### src/rtl/pulp_cluster_package.sv
// Shared cluster types for core data ports and the peripheral arbiter depth.
// Latency: none (types and constants only).
// Backpressure: not applicable.
package pulp_cluster_package;

    localparam int unsigned AddrWidth = 32;
    localparam int unsigned DataWidth = 32;
    localparam int unsigned BeWidth   = DataWidth / 8;

    // Outstanding-transaction depth the cluster uses for the peripheral arbiter.
    localparam int unsigned PeriphArbMaxOutstanding = 4;

    typedef struct packed {
        logic                 req;
        logic [AddrWidth-1:0] add;
        logic                 we;
        logic [DataWidth-1:0] data;
        logic [BeWidth-1:0]   be;
    } core_data_req_t;

    typedef struct packed {
        logic                 gnt;
        logic [DataWidth-1:0] r_data;
        logic                 r_valid;
    } core_data_rsp_t;

endpackage

### src/rtl/fifo_v3.sv
// Generic synchronous FIFO with optional fall-through and synchronous flush.
// Latency: 1 cycle push-to-pop (0 cycles when FALL_THROUGH and empty).
// Backpressure: pushes while full and pops while empty are ignored.
module fifo_v3 #(
    parameter bit          FALL_THROUGH = 1'b0,
    parameter int unsigned DATA_WIDTH   = 32,
    parameter int unsigned DEPTH        = 8,
    parameter type         dtype        = logic [DATA_WIDTH-1:0],
    parameter int unsigned ADDR_DEPTH   = (DEPTH > 1) ? $clog2(DEPTH) : 1
) (
    input  logic clk_i,
    input  logic rst_ni,
    input  logic flush_i,
    output logic full_o,
    output logic empty_o,
    input  dtype data_i,
    input  logic push_i,
    output dtype data_o,
    input  logic pop_i
);

    localparam logic [ADDR_DEPTH-1:0] LastPtr  = ADDR_DEPTH'(DEPTH - 1);
    localparam logic [ADDR_DEPTH:0]   FullCnt  = (ADDR_DEPTH + 1)'(DEPTH);

    logic [ADDR_DEPTH-1:0] rd_ptr_q, rd_ptr_d, wr_ptr_q, wr_ptr_d;
    logic [ADDR_DEPTH:0]   cnt_q, cnt_d;
    dtype                  mem_q [DEPTH];
    dtype                  mem_d [DEPTH];
    logic                  push_ok, pop_ok;

    assign full_o  = (cnt_q == FullCnt);
    assign empty_o = (cnt_q == '0);

    // Pointer/count update; a fall-through push+pop on empty bypasses storage.
    always_comb begin
        push_ok  = push_i & ~full_o;
        pop_ok   = pop_i & ~empty_o;
        rd_ptr_d = rd_ptr_q;
        wr_ptr_d = wr_ptr_q;
        cnt_d    = cnt_q;
        mem_d    = mem_q;
        data_o   = (FALL_THROUGH && empty_o) ? data_i : mem_q[rd_ptr_q];
        if (FALL_THROUGH && empty_o && push_i && pop_i) begin
            push_ok = 1'b0;
        end
        if (push_ok) begin
            mem_d[wr_ptr_q] = data_i;
            wr_ptr_d = (wr_ptr_q == LastPtr) ? '0 : wr_ptr_q + 1'b1;
        end
        if (pop_ok) begin
            rd_ptr_d = (rd_ptr_q == LastPtr) ? '0 : rd_ptr_q + 1'b1;
        end
        if (push_ok && !pop_ok) begin
            cnt_d = cnt_q + 1'b1;
        end else if (!push_ok && pop_ok) begin
            cnt_d = cnt_q - 1'b1;
        end
        if (flush_i) begin
            rd_ptr_d = '0;
            wr_ptr_d = '0;
            cnt_d    = '0;
        end
    end

    // Control state register.
    always_ff @(posedge clk_i or negedge rst_ni) begin
        if (!rst_ni) begin
            rd_ptr_q <= '0;
            wr_ptr_q <= '0;
            cnt_q    <= '0;
        end else begin
            rd_ptr_q <= rd_ptr_d;
            wr_ptr_q <= wr_ptr_d;
            cnt_q    <= cnt_d;
        end
    end

    // Data storage needs no reset; validity is tracked by the count.
    always_ff @(posedge clk_i) begin
        mem_q <= mem_d;
    end

endmodule

### src/rtl/periph_req_arbiter.sv
// Round-robin arbiter of NumReq cores onto one in-order peripheral slave.
// Latency: request and grant pass combinationally; r_valid is routed in the same cycle.
// Backpressure: winner locked until slave gnt; new requests held off at MaxOutstanding.
module periph_req_arbiter
    import pulp_cluster_package::*;
#(
    parameter int unsigned NumReq         = 8,
    parameter int unsigned MaxOutstanding = 4
) (
    input  logic           clk_i,
    input  logic           rst_i,
    input  core_data_req_t req_i [NumReq],
    output core_data_rsp_t rsp_o [NumReq],
    output core_data_req_t slv_req_o,
    input  core_data_rsp_t slv_rsp_i,
    output logic           idle_o,
    output logic           err_o
);

    localparam int unsigned IdxW = $clog2(NumReq);
    typedef logic [IdxW-1:0] idx_t;
    localparam idx_t LastIdx = IdxW'(NumReq - 1);

    idx_t rr_q, rr_d, lock_idx_q, lock_idx_d;
    logic lock_q, lock_d, err_q, err_d;
    idx_t rr_win, cand, win_idx, head_idx;
    logic any_req, pending, slv_req, hs;
    logic fifo_full, fifo_empty, fifo_pop, rst_ni;

    assign rst_ni = ~rst_i;

    // Round-robin search starting at rr_q; first asserted req wins.
    always_comb begin
        any_req = 1'b0;
        rr_win  = rr_q;
        cand    = rr_q;
        for (int unsigned i = 0; i < NumReq; i++) begin
            if (!any_req && req_i[cand].req) begin
                any_req = 1'b1;
                rr_win  = cand;
            end
            cand = (cand == LastIdx) ? '0 : cand + 1'b1;
        end
    end

    // Slave request mux; the registered FIFO count gates req so r_valid never reaches it.
    always_comb begin
        win_idx       = lock_q ? lock_idx_q : rr_win;
        pending       = lock_q | any_req;
        slv_req       = pending & ~fifo_full & ~rst_i;
        hs            = slv_req & slv_rsp_i.gnt;
        fifo_pop      = slv_rsp_i.r_valid & ~fifo_empty & ~rst_i;
        slv_req_o     = req_i[win_idx];
        slv_req_o.req = slv_req;
    end

    // Per-core responses: grant to the winner only, r_valid to the FIFO head, r_data broadcast.
    always_comb begin
        for (int unsigned k = 0; k < NumReq; k++) begin
            rsp_o[k]         = '0;
            rsp_o[k].r_data  = slv_rsp_i.r_data;
            rsp_o[k].gnt     = hs & (win_idx == idx_t'(k));
            rsp_o[k].r_valid = fifo_pop & (head_idx == idx_t'(k));
        end
    end

    // Next-state: advance pointer and release lock on handshake, lock while waiting for gnt.
    always_comb begin
        rr_d       = rr_q;
        lock_d     = lock_q;
        lock_idx_d = lock_idx_q;
        err_d      = err_q | (slv_rsp_i.r_valid & fifo_empty);
        if (hs) begin
            rr_d   = (win_idx == LastIdx) ? '0 : win_idx + 1'b1;
            lock_d = 1'b0;
        end else if (slv_req) begin
            lock_d     = 1'b1;
            lock_idx_d = win_idx;
        end
    end

    // Arbiter state register.
    always_ff @(posedge clk_i or posedge rst_i) begin
        if (rst_i) begin
            rr_q       <= '0;
            lock_q     <= 1'b0;
            lock_idx_q <= '0;
            err_q      <= 1'b0;
        end else begin
            rr_q       <= rr_d;
            lock_q     <= lock_d;
            lock_idx_q <= lock_idx_d;
            err_q      <= err_d;
        end
    end

    assign idle_o = ~lock_q & fifo_empty;
    assign err_o  = err_q;

    // Granted core IDs in grant order, so in-order responses find their owner.
    fifo_v3 #(
        .FALL_THROUGH (1'b0),
        .DATA_WIDTH   (IdxW),
        .DEPTH        (MaxOutstanding)
    ) i_id_fifo (
        .clk_i   (clk_i),
        .rst_ni  (rst_ni),
        .flush_i (1'b0),
        .full_o  (fifo_full),
        .empty_o (fifo_empty),
        .data_i  (win_idx),
        .push_i  (hs),
        .data_o  (head_idx),
        .pop_i   (fifo_pop)
    );

endmodule

### config.mk
export PLATFORM = sky130hd
export DESIGN_NAME = periph_req_arbiter
export DESIGN_NICKNAME = d
export VERILOG_FILES = /design/src/rtl/pulp_cluster_package.sv /design/src/rtl/fifo_v3.sv /design/src/rtl/periph_req_arbiter.sv
export SDC_FILE = /design/constraint.sdc
export NUM_CORES = 1
export LEC_CHECK = 0
export ABC_AREA = 1
export BUFFER_PORTS_ARGS = -buffer_cell sky130_fd_sc_hd__buf_2
export CORE_AREA = 2 2 370 372
export CTS_CLUSTER_DIAMETER = 100
export DETAILED_ROUTE_END_ITERATION = 8
export DIE_AREA = 0 0 372 374
export GPL_TIMING_DRIVEN = 0
export HOLD_SLACK_MARGIN = 0.05
export PLACE_DENSITY_LB_ADDON = 0.2
export SETUP_SLACK_MARGIN = 0.02
export SYNTH_ARGS = -nofsm -noshare
export SYNTH_HDL_FRONTEND = slang
export SYNTH_SLANG_ARGS = --single-unit
### constraint.sdc
create_clock -name clk_i -period 3.5 [get_ports clk_i]
set_clock_uncertainty 0.05 [all_clocks]
set_input_delay 0.175 -clock clk_i [delete_from_list [all_inputs] [get_ports clk_i]]
set_output_delay 0.175 -clock clk_i [all_outputs]
set_load 0.005 [all_outputs]
Word-level counts from Yosys, hierarchy flattened
Index checks and enable logic that the tools add are counted.
- bits in latches: 0
- memory bits (writable): 0
- memories: 0
- bits in registers: 27
- logic and storage cells: 190
- bits in read-only memories: 0
- div/mod/pow operators: 0
- multipliers: 0
- eq/ne operators: 24
- bitwise gates (word level): 43
- $lt $le $gt $ge: 12
- add/sub/neg operators: 12
- multiplexer cells: 63
- reductions and logical operators: 25
- shift-type cells: 0
- operators with widths (operator ; number):
    binary-select mux 70 bit (select 3 bit) ; 9
    2-to-1 mux 70 bit ; 16
    2-to-1 mux 69 bit ; 2
    2-to-1 mux 3 bit ; 21
    equality test 3 bit, second input constant ; 16
    greater-or-equal comparator 4 bit, second input constant ; 9
    NOT 3 -> 4 bit ; 9
    adder 3 x 1 -> 3 bit, second input constant ; 9
    bitwise AND 1 bit ; 25
    bitwise mux 12 bit ; 1
    equality test 3 x 2 -> 1 bit, second input constant ; 4
    logical AND 1 bit ; 10
    2-to-1 mux 1 bit ; 10
    logical NOT 1 bit ; 9
    logical NOT 3 bit ; 3
    binary-select mux 3 bit (select 2 bit) ; 1
    demux 3 bit (select 2 bit) ; 1
    equality test 3 x 1 -> 1 bit, second input constant ; 2
    greater-or-equal comparator 3 bit, second input constant ; 2
    NOT 2 -> 3 bit ; 2
    NOT 1 bit ; 5
    adder 2 x 1 -> 2 bit, second input constant ; 2
    equality test 2 bit, second input constant ; 2
    2-to-1 mux 2 bit ; 2
    other kinds (5) ; 7

Depth between registers and ports, before layout
- depth after elaboration: 35
- depth in mapped cells: 29
- gate-level depth less buffers: 26

Hierarchy
From an unflattened synthesis, not the netlist that was laid out.
- cells, all modules: 2229
- area, all modules: 10943.0 um^2
- modules (own cells, without submodules) (module ; area each (um^2) ; cells each ; instances):
    periph_req_arbiter ; 9967.1 ; 2132 ; 1
    fifo_v3 ; 975.9 ; 97 ; 1

Worst setup path after synthesis
Ideal clock, no wire load.
- path type: reg2reg
- from: reg rr_q[1]
- to: reg i_id_fifo.cnt_q[2]
- path buffers: 1
- required time: 3326 ps
- arrival time: 3486 ps
- slack: -160 ps
- cell stages (with the launch flop): 25
- cell sequence: dfrtp_1 ha_1 ha_1 inv_2 nand2_1 nand2_2 nand2_1 nand2_1 nand2_1 nand2_2 nand2_1 nand2_1 nor2_4 nand3_1 nor2_1 nand2_1 nand2_1 nor2_1 clkbuf_1 ha_1 inv_1 fa_1 a21oi_1 o21ai_0 xnor2_1
- longest elaborated chain between the ends: 34
- elaborated cells between the ends (all ways): 85
- ends and longest elaborated chain (what ; RTL line ; RTL):
    start, declared ; periph_req_arbiter.sv:24 ; idx_t rr_q, rr_d, lock_idx_q, lock_idx_d;
    start signal, assigned ; periph_req_arbiter.sv:90 ; rr_q <= rr_d;
    branches (longest 25 deep; another with adder 3 x 1 -> 3 bit) ; - ;
    2-to-1 mux 1 bit (*) ; periph_req_arbiter.sv:38 ; if (!any_req && req_i[cand].req) begin
    OR 1 bit (*) ; periph_req_arbiter.sv:49 ; pending = lock_q | any_req;
    bitwise AND 1 bit (*) (2 in series) ; periph_req_arbiter.sv:50 ; slv_req = pending & ~fifo_full & ~rst_i;
    bitwise AND 1 bit (*) ; periph_req_arbiter.sv:51 ; hs = slv_req & slv_rsp_i.gnt;
    bitwise AND 1 bit (*) ; fifo_v3.sv:36 ; push_ok = push_i & ~full_o;
    named net i_id_fifo.push_ok ; fifo_v3.sv:29 ; logic push_ok, pop_ok;
    logical NOT 1 bit ; fifo_v3.sv:55 ; end else if (!push_ok && pop_ok) begin
    logical AND 1 bit ; fifo_v3.sv:55 ;
    nonzero test 2 bit (no line) ; - ;
    end signal, assigned ; fifo_v3.sv:74 ; cnt_q <= cnt_d;
    end, declared ; fifo_v3.sv:26 ; logic [ADDR_DEPTH:0] cnt_q, cnt_d;
Mark *: on every way through the listed nets, which the timed path passes. The select of a mux whose other input is x is not followed.
A chain may end at the register's enable or synchronous reset.

==> Implementation_results.wiki <==
{| class="wikitable"
! Metric !! Value
|-
| First drt pass iteration count || 7
|-
| Insertion delay of the later-clocked pin in the worst-skew pair || approximately 0.26 ns
|-
| Initial DRC count || between 900 and 1000
|-
| Via density per instance || ~3.5
|-
| Share of final-layout standard cells stronger than drive strength 1 || 50.3%
|-
| I/O pin count || 940
|-
| Number of antenna violations at the first check in global routing || 26
|-
| Row Count || around 140
|-
| Worst Hold Endpoint || err_o
|-
| DP Wirelength || between 80 and 90 mm
|-
| Netlist area before placement || 12400 um2
|-
| Share of synthesized registers carrying an async set or reset || between 50% and 60%
|-
| Total number of yosys warnings || 0
|-
| Violations in the final reports || setup timing
|-
| Number of nets produced by synthesis || approximately 3100
|-
| Number of buffers between clock root and the deepest sink || 2
|-
| Worst setup startpoint || rr_q[0]
|-
| Routed wirelength normalized by instance count || between 20 and 25 um
|-
| Yosys reg bits || 27
|-
| Total via count after detailed routing || between 15000 and 20000
|-
| Post-Synthesis Cells || 2500
|-
| Reg-to-reg slack, setup || -0.35 ns
|-
| Hold Fails Final Rpt || 0
|-
| Max H-tree Level || 1
|-
| Fin. max-slew vios || 0
|-
| Normalized max-slew margin || 24.8%
|-
| Sinks on Clock Net || 27
|-
| Slew @ Worst Pin || ~1.1 ns
|-
| Worst hold stages || 3
|-
| Post-synth EDFFs || 12
|-
| Quantity of I/O buffers inserted on ports || approximately 910
|-
| Overflow left after global routing || 0
|-
| Root buffer selected by CTS || sky130_fd_sc_hd__clkbuf_16
|-
| Share of synthesized area occupied by flip-flops and latches || just under 6%
|-
| R2r startpoint || rr_q[0]
|-
| FF-to-FF path depth || 28
|-
| Relative area change from synthesis to final layout || 88.5%
|-
| GPL Wtd Cong || between 0.8 and 0.9
|-
| Clock tree from TritonCTS || yes
|-
| Post-CTS clock slew at the launch and capture registers of the worst setup and hold paths || approximately 0.070 ns
|-
| Endpoint type of the worst setup path || output pin
|-
| Required time of the critical path || ~3.3 ns
|-
| Worst-case setup margin in the final layout || -0.648 ns
|-
| Class of the most critical hold timing path || in2reg
|-
| Per-instance average area after synthesis || roughly 5 um2
|-
| Total of endpoints with negative setup slack in the final report || 85
|-
| Number of nets in the layout || ~4100
|-
| Data arrival time of the critical path || roughly 4 ns
|-
| Number of design rule violations left after detail routing || 0
|-
| Clock buffers created by TritonCTS || 3
|-
| Summed negative setup slack over all endpoints || -44.43 ns
|-
| Maximum fanout along the worst path || 7
|-
| Horizontal die dimension || between 300 and 400 um
|-
| Die Ht || between 300 and 400 um
|-
| Wire length of the first global-routing pass || about 140 mm
|-
| Total wire length after detailed routing || ~110 mm
|-
| Number of violations of the max-capacitance limit || 0
|-
| Setup repair after global routing missed its margin || true
|-
| Prevailing post-synth register cell || sky130_fd_sc_hd__dfrtp_1
|-
| Yosys cell types || 36
|-
| Count of nets left with antenna violations after detail routing || 0
|-
| Hold wc startpoint || slv_rsp_i[0]
|-
| Maximum number of pins on one net before global-route repair || 16
|-
| Final Cycle Share || 119%
|-
| Area of the core || about 130000 um2
|-
| Final Critical Period || just over 4 ns
|-
| Effective utilization at floorplan || 9.20%
|-
| Overall Global Routing Usage || 14.0%
|-
| Status || finished, violations left
|-
| Fill cell instance count of the final layout || approximately 16000
|-
| Sort of element at the start of the critical path || flop
|-
| Crit path kind || reg2out
|-
| Die Footprint || about 140000 um2
|-
| Achievable clock frequency || around 0.24 GHz
|-
| Vias in the first global route || 18200
|-
| Reg2reg end || rr_q[0]
|}
## state kept, by name (all words and copies together) (netlist names)
| signal | count |
|---|---|
| i_id_fifo.wr_ptr_q | 2 |
| i_id_fifo.mem_q | 12 |
| rr_q | 3 |
| i_id_fifo.cnt_q | 3 |
| i_id_fifo.rd_ptr_q | 2 |
| lock_q | 1 |
| err_o | 1 |
| lock_idx_q | 3 |
## cells by family (layout without fill, tap and decap cells)
family	count (synthesis)	in the layout	share of synthesized area [%]
AOI/OAI and AO/OA	34	34	1.61
other	0	7	0
muxes	1	1	0.0907
adders and majority gates	18	18	1.87
xor gates and xnor gates	2	2	0.141
and+or+nand+nor	1414	1414	49.6
buffers and inverters	1004	1995	40.7
DFF	27	27	5.92
## worst max-delay path, stage by stage (launching register included)
cell and delay [ns]:
sky130_fd_sc_hd__dfrtp_2 0.46, sky130_fd_sc_hd__ha_4 0.18, sky130_fd_sc_hd__ha_4 0.17, sky130_fd_sc_hd__nor2_4 0.23
sky130_fd_sc_hd__buf_6 0.18, sky130_fd_sc_hd__nand2_4 0.07, sky130_fd_sc_hd__nand3_2 0.08, sky130_fd_sc_hd__nand2_2 0.07
sky130_fd_sc_hd__nand2_2 0.09, sky130_fd_sc_hd__nand2_4 0.07, sky130_fd_sc_hd__inv_4 0.06, sky130_fd_sc_hd__buf_6 0.09
sky130_fd_sc_hd__nand4_1 0.21, sky130_fd_sc_hd__nand2_1 0.15, sky130_fd_sc_hd__nand2_2 0.06, sky130_fd_sc_hd__nand2_2 0.05
sky130_fd_sc_hd__nand2_2 0.06, sky130_fd_sc_hd__nand3_4 0.12, sky130_fd_sc_hd__nand2_8 0.11, sky130_fd_sc_hd__buf_12 0.19
sky130_fd_sc_hd__buf_16 0.17, sky130_fd_sc_hd__buf_16 0.16, sky130_fd_sc_hd__nand2_4 0.08, sky130_fd_sc_hd__nand3_4 0.15
sky130_fd_sc_hd__nand2_2 0.09, sky130_fd_sc_hd__nand2_1 0.05, sky130_fd_sc_hd__nand2_1 0.07, sky130_fd_sc_hd__buf_2 0.14
## synthesized netlist by cell type (2+ instances only)
cell                         n  area share, %
sky130_fd_sc_hd__a21oi_1     6           0.24
sky130_fd_sc_hd__o21ai_1     3           0.12
sky130_fd_sc_hd__nor2_4      3           0.27
sky130_fd_sc_hd__nand2_2     9           0.45
sky130_fd_sc_hd__ha_1       17            1.7
sky130_fd_sc_hd__nand3_1   599             24
sky130_fd_sc_hd__edfxtp_1   12            2.9
sky130_fd_sc_hd__buf_6      25            2.3
sky130_fd_sc_hd__nor2_1     30           0.91
sky130_fd_sc_hd__nand3_2     3           0.24
sky130_fd_sc_hd__nor3_1      3           0.12
sky130_fd_sc_hd__dfrtp_1    15            3.0
sky130_fd_sc_hd__inv_1     598             18
sky130_fd_sc_hd__o21ai_0    19           0.77
sky130_fd_sc_hd__inv_2       5           0.15
sky130_fd_sc_hd__nand2_1   761             23
sky130_fd_sc_hd__buf_4     272             16
sky130_fd_sc_hd__xnor2_1     2           0.14
sky130_fd_sc_hd__clkbuf_1   37            1.1
sky130_fd_sc_hd__a32oi_1     2           0.14
sky130_fd_sc_hd__buf_2      62            2.5
sky130_fd_sc_hd__buf_1       3          0.091
## worst max-delay path by stage
stage,endpoint,depth (start not counted)
after floorplan,rr_q[2],26
after global placement,slv_req_o[48],11
after detailed placement,slv_req_o[48],20
after CTS,slv_req_o[46],26
after global routing,slv_req_o[1],28
final,slv_req_o[48],27
## cell type report
cell class | instances | area, um2 | area share, %
Clock buffer | 3 | 75.1 | 0.321
Multi-Input combinational cell | 1469 | 8560 | 36.6
Clock inverter | 1 | 5.00 | 0.0214
Buffer | 395 | 3500 | 15.0
Tap cell | 1781 | 2230 | 9.52
Antenna cell | 7 | 17.5 | 0.0748
Timing Repair Buffer | 991 | 5980 | 25.6
Inverter | 605 | 2300 | 9.81
Sequential cell | 27 | 738 | 3.15
## routing by layer
| metal | up-vias | share of wire (%) | global-route usage, % | wire (um) |
|---|---|---|---|---|
| met5 | - | 0.12 | 0 | 126 |
| met4 | 20 | 0.83 | 0.928 | 881 |
| met3 | 56 | 5.6 | 1.92 | 5990 |
| met2 | 674 | 48 | 24.4 | 51400 |
| met1 | 8643 | 45 | 18.8 | 48300 |
| li1 | 9197 | - | - | - |
## layout by cell type (no fill, tap or decap), types with 8 or more instances in the layout
cell / instances
sky130_fd_sc_hd__nand2_4: 68
sky130_fd_sc_hd__clkbuf_16: 20
sky130_fd_sc_hd__buf_12: 35
sky130_fd_sc_hd__buf_6: 84
sky130_fd_sc_hd__o21ai_0: 12
sky130_fd_sc_hd__nor2_1: 22
sky130_fd_sc_hd__nand2_1: 534
sky130_fd_sc_hd__edfxtp_1: 12
sky130_fd_sc_hd__nand3_1: 485
sky130_fd_sc_hd__buf_4: 304
sky130_fd_sc_hd__buf_16: 10
sky130_fd_sc_hd__nand3_2: 81
sky130_fd_sc_hd__clkbuf_4: 10
sky130_fd_sc_hd__o21ai_1: 8
sky130_fd_sc_hd__dfrtp_1: 13
sky130_fd_sc_hd__nand3_4: 37
sky130_fd_sc_hd__ha_1: 10
sky130_fd_sc_hd__inv_1: 594
sky130_fd_sc_hd__clkbuf_1: 24
sky130_fd_sc_hd__buf_8: 12
sky130_fd_sc_hd__buf_2: 878
sky130_fd_sc_hd__nand2_2: 166
## timing repair
action,4_1_cts,5_1_grt
hold buffers,1,0
cloned,6,17
endpoints found under the hold margin,15,0
resized for setup,333,453
setup endpoints to repair,111,97
pin swaps,52,116
buffers inserted,46,16
## stage by stage
stage | util (%) | instance area, um2 | worst slack (ns) | instances | hold slack [ns]
floorplan | - | 12400 | 0.0323 | 2500 | 0.0265
global placement | 14.2 | 19200 | -2.07 | 5188 | 0.262
detailed placement | 14.2 | 19200 | -1.83 | 5189 | 0.264
CTS | 15.7 | 21100 | -0.726 | 5244 | 0.157
global route | 17.3 | 23400 | -0.879 | 5275 | 0.175
finish | 17.3 | 23400 | -0.648 | 5279 | 0.159
Power is not shown: default switching activity piles up to over one toggle a cycle in this logic, so the estimate is an artifact.
